<file path="src/rtl/ps2_pkg.sv">
// Shared definitions for the PS/2 host command sequencer and its receive-side neighbours:
// FSM encoding, APB register map, status bit positions and the frame bit selector.
package ps2_pkg;

    typedef enum logic [2:0] {
        ST_IDLE     = 3'd0,
        ST_INHIBIT  = 3'd1,
        ST_RTS      = 3'd2,
        ST_SHIFT    = 3'd3,
        ST_ACK      = 3'd4,
        ST_WAIT_REL = 3'd5
    } ps2_state_t;

    localparam logic [3:0] OFF_CMD    = 4'h0;
    localparam logic [3:0] OFF_STATUS = 4'h4;

    localparam int STAT_BUSY    = 0;
    localparam int STAT_ACK_OK  = 1;
    localparam int STAT_NACK    = 2;
    localparam int STAT_TIMEOUT = 3;

    // Bit presented on the line for frame index idx: 0-7 data LSB first, 8 odd parity, 9 stop.
    function automatic logic tx_bit(input logic [7:0] d, input logic [3:0] idx);
        if (idx < 4'd8) begin
            return d[idx[2:0]];
        end else if (idx == 4'd8) begin
            return ~^d;
        end else begin
            return 1'b1;
        end
    endfunction

endpackage

</file>
<file path="src/rtl/ps2_clk_sync.sv">
// Three-flop synchroniser for the PS/2 clock pad with a one-cycle falling-edge pulse.
// Shared with the receive path so both sides see the same edge timing.
module ps2_clk_sync (
    input  logic clock,
    input  logic reset,
    input  logic ps2_clk,
    output logic clk_sync,
    output logic clk_fall
);

    logic [2:0] s;

    // Flops reset high (idle bus) so leaving reset never fabricates an edge.
    always_ff @(posedge clock or negedge reset) begin
        if (!reset) begin
            s <= 3'b111;
        end else begin
            s <= {s[1:0], ps2_clk};
        end
    end

    assign clk_sync = s[1];
    assign clk_fall = s[2] & ~s[1];

endmodule

</file>
<file path="src/rtl/ps2_host_tx_ctrl.sv">
// APB-programmable PS/2 host-to-device command sender: clock inhibit, request-to-send,
// 8 data bits + odd parity + stop, ack sampling, then hand the bus back to the receiver.
//
// state    | meaning
// ---------+-------------------------------------------------------------
// IDLE     | pads released, receive path owns the bus
// INHIBIT  | ps2_clk held low for INHIBIT_CYCLES
// RTS      | start bit driven (data low), waiting for first device clock
// SHIFT    | data/parity/stop presented on successive device clock falls
// ACK      | pads released, ack sampled on the next fall
// WAIT_REL | waiting for device to release clock and data
module ps2_host_tx_ctrl
    import ps2_pkg::*;
#(
    parameter int INHIBIT_CYCLES = 5000,
    parameter int TIMEOUT_CYCLES = 750000,
    parameter int CNT_W          = 20
) (
    input  logic        clock,
    input  logic        reset,
    input  logic [31:0] in_paddr,
    input  logic        in_psel,
    input  logic        in_penable,
    input  logic [2:0]  in_pprot,
    input  logic        in_pwrite,
    input  logic [31:0] in_pwdata,
    input  logic [3:0]  in_pstrb,
    output logic        in_pready,
    output logic [31:0] in_prdata,
    output logic        in_pslverr,
    input  logic        ps2_clk,
    input  logic        ps2_data,
    output logic        ps2_clk_oe,
    output logic        ps2_data_oe,
    output logic        rx_inhibit
);

    localparam logic [CNT_W-1:0] INH_LOAD = CNT_W'(INHIBIT_CYCLES - 1);
    localparam logic [CNT_W-1:0] TO_LOAD  = CNT_W'(TIMEOUT_CYCLES - 1);
    localparam logic [CNT_W-1:0] CNT_ONE  = CNT_W'(1);

    ps2_state_t       state, state_d;
    logic [CNT_W-1:0] cnt, cnt_d;
    logic [3:0]       idx, idx_d;
    logic [7:0]       data_q, data_d;
    logic             ack_ok_q, ack_ok_d;
    logic             nack_q, nack_d;
    logic             timeout_q, timeout_d;

    logic       clk_sync, clk_fall;
    logic [1:0] data_s;
    logic       data_sync;

    logic        access, busy, cmd_accept;
    logic [1:0]  reg_sel;
    logic [31:0] status_word;
    logic        unused_apb;

    ps2_clk_sync u_clk_sync (
        .clock    (clock),
        .reset    (reset),
        .ps2_clk  (ps2_clk),
        .clk_sync (clk_sync),
        .clk_fall (clk_fall)
    );

    always_ff @(posedge clock or negedge reset) begin
        if (!reset) begin
            data_s <= 2'b11;
        end else begin
            data_s <= {data_s[0], ps2_data};
        end
    end
    assign data_sync = data_s[1];

    // APB decode: zero wait state, everything happens in the access phase.
    assign access     = in_psel & in_penable;
    assign reg_sel    = in_paddr[3:2];
    assign busy       = (state != ST_IDLE);
    assign cmd_accept = access & in_pwrite & (reg_sel == OFF_CMD[3:2]) & ~busy;

    always_comb begin
        status_word               = '0;
        status_word[STAT_BUSY]    = busy;
        status_word[STAT_ACK_OK]  = ack_ok_q;
        status_word[STAT_NACK]    = nack_q;
        status_word[STAT_TIMEOUT] = timeout_q;
    end

    assign in_pready  = access;
    assign in_prdata  = (access & ~in_pwrite & (reg_sel == OFF_STATUS[3:2])) ? status_word : 32'd0;
    assign in_pslverr = access & ( reg_sel[1]
                                 | (in_pwrite & (reg_sel == OFF_STATUS[3:2]))
                                 | (in_pwrite & (reg_sel == OFF_CMD[3:2]) & busy));

    assign unused_apb = ^{in_paddr[31:4], in_paddr[1:0], in_pwdata[31:8], in_pprot, in_pstrb};

    always_ff @(posedge clock or negedge reset) begin
        if (!reset) begin
            state     <= ST_IDLE;
            cnt       <= '0;
            idx       <= '0;
            data_q    <= '0;
            ack_ok_q  <= 1'b0;
            nack_q    <= 1'b0;
            timeout_q <= 1'b0;
        end else begin
            state     <= state_d;
            cnt       <= cnt_d;
            idx       <= idx_d;
            data_q    <= data_d;
            ack_ok_q  <= ack_ok_d;
            nack_q    <= nack_d;
            timeout_q <= timeout_d;
        end
    end

    always_comb begin
        state_d     = state;
        cnt_d       = cnt;
        idx_d       = idx;
        data_d      = data_q;
        ack_ok_d    = ack_ok_q;
        nack_d      = nack_q;
        timeout_d   = timeout_q;
        ps2_clk_oe  = 1'b0;
        ps2_data_oe = 1'b0;

        case (state)
            ST_IDLE: begin
                if (cmd_accept) begin
                    data_d    = in_pwdata[7:0];
                    ack_ok_d  = 1'b0;
                    nack_d    = 1'b0;
                    timeout_d = 1'b0;
                    cnt_d     = INH_LOAD;
                    state_d   = ST_INHIBIT;
                end
            end
            ST_INHIBIT: begin
                ps2_clk_oe = 1'b1;
                if (cnt == '0) begin
                    cnt_d   = TO_LOAD;
                    state_d = ST_RTS;
                end else begin
                    cnt_d = cnt - CNT_ONE;
                end
            end
            ST_RTS: begin
                ps2_data_oe = 1'b1;
                if (clk_fall) begin
                    idx_d   = 4'd0;
                    state_d = ST_SHIFT;
                end
            end
            ST_SHIFT: begin
                ps2_data_oe = ~tx_bit(data_q, idx);
                // The fall after parity presents stop; stop is simply the released line in ACK.
                if (clk_fall) begin
                    if (idx == 4'd8) begin
                        idx_d   = 4'd9;
                        state_d = ST_ACK;
                    end else begin
                        idx_d = idx + 4'd1;
                    end
                end
            end
            ST_ACK: begin
                if (clk_fall) begin
                    ack_ok_d = ~data_sync;
                    nack_d   = data_sync;
                    state_d  = ST_WAIT_REL;
                end
            end
            ST_WAIT_REL: begin
                if (clk_sync && data_sync) begin
                    state_d = ST_IDLE;
                end
            end
            default: begin
                state_d = ST_IDLE;
            end
        endcase

        // Timeout overrides anything a coincident fall would have done this cycle.
        if (state inside {ST_RTS, ST_SHIFT, ST_ACK, ST_WAIT_REL}) begin
            if (cnt == '0) begin
                ack_ok_d  = ack_ok_q;
                nack_d    = nack_q;
                timeout_d = 1'b1;
                idx_d     = 4'd0;
                state_d   = ST_IDLE;
            end else begin
                cnt_d = cnt - CNT_ONE;
            end
        end
    end

    assign rx_inhibit = busy;

endmodule

</file>
<file path="config.mk">
export PLATFORM = sky130hd
export DESIGN_NAME = ps2_host_tx_ctrl
export DESIGN_NICKNAME = d
export VERILOG_FILES = /design/src/rtl/ps2_pkg.sv /design/src/rtl/ps2_clk_sync.sv /design/src/rtl/ps2_host_tx_ctrl.sv
export SDC_FILE = /design/constraint.sdc
export NUM_CORES = 1
export LEC_CHECK = 0
export CAP_MARGIN = 20
export CELL_PAD_IN_SITES_DETAIL_PLACEMENT = 1
export CELL_PAD_IN_SITES_GLOBAL_PLACEMENT = 1
export CORE_MARGIN = 2
export CORE_UTILIZATION = 31
export DETAILED_ROUTE_END_ITERATION = 16
export GPL_TIMING_DRIVEN = 1
export MAX_ROUTING_LAYER = met4
export PLACE_DENSITY_LB_ADDON = 0.15
export SLEW_MARGIN = 20
export SYNTH_ARGS = -nofsm -noshare
export SYNTH_HDL_FRONTEND = slang
export SYNTH_SLANG_ARGS = --single-unit
</file>
<file path="constraint.sdc">
create_clock -name clock -period 2.95 [get_ports clock]
set_input_delay 0.295 -clock clock [delete_from_list [all_inputs] [get_ports clock]]
set_output_delay 0.295 -clock clock [all_outputs]
set_load 0.02 [all_outputs]
</file>
==> flow_summary.yaml <==
finish:
  area_delta_synth_final_pct: 14.0
  antenna_cells: 0
  drive_gt1_frac: 0.117
  layout.nets: 405
  instances_no_fill: 432
  utilization: 0.361
  postLayoutCellArea_um2: 3140
setup_path:
  arrival_ns: 2.48
  regToRegEndpoint: "cnt[1]"
  ff2ff_path_depth: 5
  crit_path_max_incr_delay_ns: 0.61
  crit_end: "ps2_data_oe"
  setup.worst_path.start_class: "flip-flop"
  crit_buf_inv: 1
  path_depth: 5
  critPathRequiredTime_ns: 2.65
  critPathSlowestCell: "clkdlybuf4s50_1"
  r2r_slack_ns: 0.60
  worstSetupPathType: "reg2out"
  cpLargestDelayFamily: "multiplexers"
  path_max_fanout: 7
  end_kind: "primary output"
  critPathLaunch: "idx[0]"
  crit_chain: "mux4_2 > mux2_2 > o221ai_1 > nor2b_1 > clkdlybuf4s50_1"
  r2r_start: "cnt[2]"
synthesis:
  synth_ff_type: "dfrtp_1"
  ys_seq_area_frac: 0.393
  syn_area_um2: 2750
  synth.most_common_cell: "nand2_1"
  synthCells: 293
  synth_area_leaders: "dfrtp_1 35%, buf_4 7.6%, nand2_1 5.5%"
  yosysWarnings: 0
  synth_top_area_cell: "dfrtp_1"
  syn_avg_cell_area_um2: 9.39
  synth_edf_count: 0
  ys_top_cells_by_count: "40 x nand2_1, 38 x dfrtp_1, 28 x buf_4"
  synth_top_area_share: 0.346
  synth_cell_types: 60
  synth_seq_cells: 43
  synth-async-reset-ratio: 1.00
worst_hold_path:
  min_path_type: "in2async"
floorplan:
  die_y_um: 98.2
  die_x_um: 98.2
  dieArea_um2: 9650
  start_util: 0.317
  pin_count: 115
  core_um2: 8680
  rows: 34
sta:
  setup-tns-final_ns: 0
  clock_skew_ns: 0.00607
  drv_slew: 0
  min_period_over_period: 0.942
  hold_ws_ns: -0.0187
  hold_viol: 38
  tightestPinTransition_ns: 0.708
  min_period_ns: 2.78
  slew_headroom: 0.527
  setup_viol_count_final: 0
  rsz0062_at_grt: "no"
  max_freq_mhz: 360
  fin_ws_ns: 0.170
global_route:
  antenna_found_initial: 0
  grt_pass1_wl_um: 11300
  grt_overflow_total: 0
  grtUsageTotal: 0.149
  grt_pass1_vias: 2137
  grt_max_degree: 44
clocking:
  cts_buffer_depth: 2
  worstSkewPairLatency_ns: 0.30
  root_buffer: "clkbuf_8"
  cts_tree: "yes"
  clkTransAtPathRegs_ns: 0.09
  clock_sinks: 43
  cts_buffers: 5
  cts_htree_levels: 2
placed_design:
  pre_cts_ws_ns: 0.406
  place_hpwl_um: 4640
  place_inst: 424
  io_buffers: 25
  post_dp_cell_area_um2: 3020
  gp_congestion: 0.770
detailed_routing:
  drc: 0
  first_pass_iters: 4
  drt_first_iter_violations: 90
  via_per_inst: 4.96
  post_drt_wl_per_cell_um: 15.2
  vias: 2142
  final_antenna_net_count: 0
  drt_wl_total_um: 6560
power_and_ir_drop:
  ir_drop_mv: 0.168
  p_total_mw: 1.96
  p_leak_nw: 1.41
  power_density_nw_per_um2: 624
run_status:
  status: "finished, violations left"
  violations: "negative hold slack"
job:
  maxCapViolCount: 0
==> flip-flops by register name, summed over array words and instances, names as in the netlist <==
signal and count:
cnt 20, data_q 8, idx 4, state 3, u_clk_sync.s 3, data_s 2
ack_ok_q 1, nack_q 1, timeout_q 1
==> layer usage <==
layer,track usage,part of all wire,wire (µm),up-vias
met2,0.229,0.45,2920,53
met4,0.0443,0.014,95,0
met5,-,0,0,-
met3,0.0251,0.043,284,7
li1,-,-,-,1047
met1,0.203,0.50,3260,1035
==> worst reg2reg max path, delay by kind of cell (launching register included) <==
kind / cells / cell delay, ns
AOI/OAI and AO/OA: 2 / 0.52
DFF: 1 / 0.48
and+or+nand+nor: 3 / 1.20
==> layout make-up <==
class	count	area, µm²
fillers	1040	5540
multi-input cells	233	1470
flip-flops and latches	43	1080
repair buffers	32	300
well taps	108	135
clock buffers	5	68.8
clock inverters	3	43.8
inverters	8	30.0
==> worst min path at each step <==
| stage | from | to | slack, ns | cells after the start |
|---|---|---|---|---|
| floorplan | reset | ack_ok_q | -0.0006 | 0 |
| global placement | u_clk_sync.s[0] | u_clk_sync.s[1] | 0.35 | 0 |
| detailed placement | data_s[0] | data_s[1] | 0.35 | 0 |
| CTS | reset | cnt[13] | 0.19 | 1 |
| global route | reset | cnt[13] | 0.02 | 1 |
| finish | reset | cnt[2] | -0.02 | 1 |
==> logic make-up (layout without fill, tap and decap cells) <==
kind of cell	Yosys count	after routing	share of synthesized area
other	1	28	0.00136
buffers and inverters	44	48	0.108
AOI/OAI and AO/OA	62	62	0.158
muxes	8	8	0.0387
and+or+nand+nor	123	123	0.257
DFF	43	43	0.393
adders and majority gates	4	4	0.0182
xor gates and xnor gates	8	8	0.0255
==> power breakdown <==
part	switching [mW]	total [mW]	internal [mW]
Clock	0.229	0.482	0.253
Sequential	0.128	0.823	0.696
Combinational	0.369	0.653	0.284
==> what timing repair did <==
| action | 4_1_cts | 5_1_grt |
|---|---|---|
| hold endpoints to repair | 0 | 0 |
| endpoints found under the setup margin | 0 | 1 |
| buffers inserted | 0 | 0 |
| gates resized for setup | 0 | 1 |
| hold buffers | 0 | 0 |
==> placed cells by master (no fill, tap or decap), types with 5 or more instances in the layout <==
cell type,n
clkdlybuf4s50_1,24
mux2i_1,5
nor2_1,19
nand2b_1,5
a31oi_1,5
a21oi_1,15
o21ai_1,5
clkbuf_8,5
or3_1,6
xnor2_1,5
inv_1,8
buf_4,8
a21o_1,7
and3_1,5
nand2_1,40
and2_1,5
o21a_1,7
dfstp_2,5
dfrtp_1,37
nor3_1,11
conb_1,28
No activity file was read; power rests on OpenSTA's default activity.
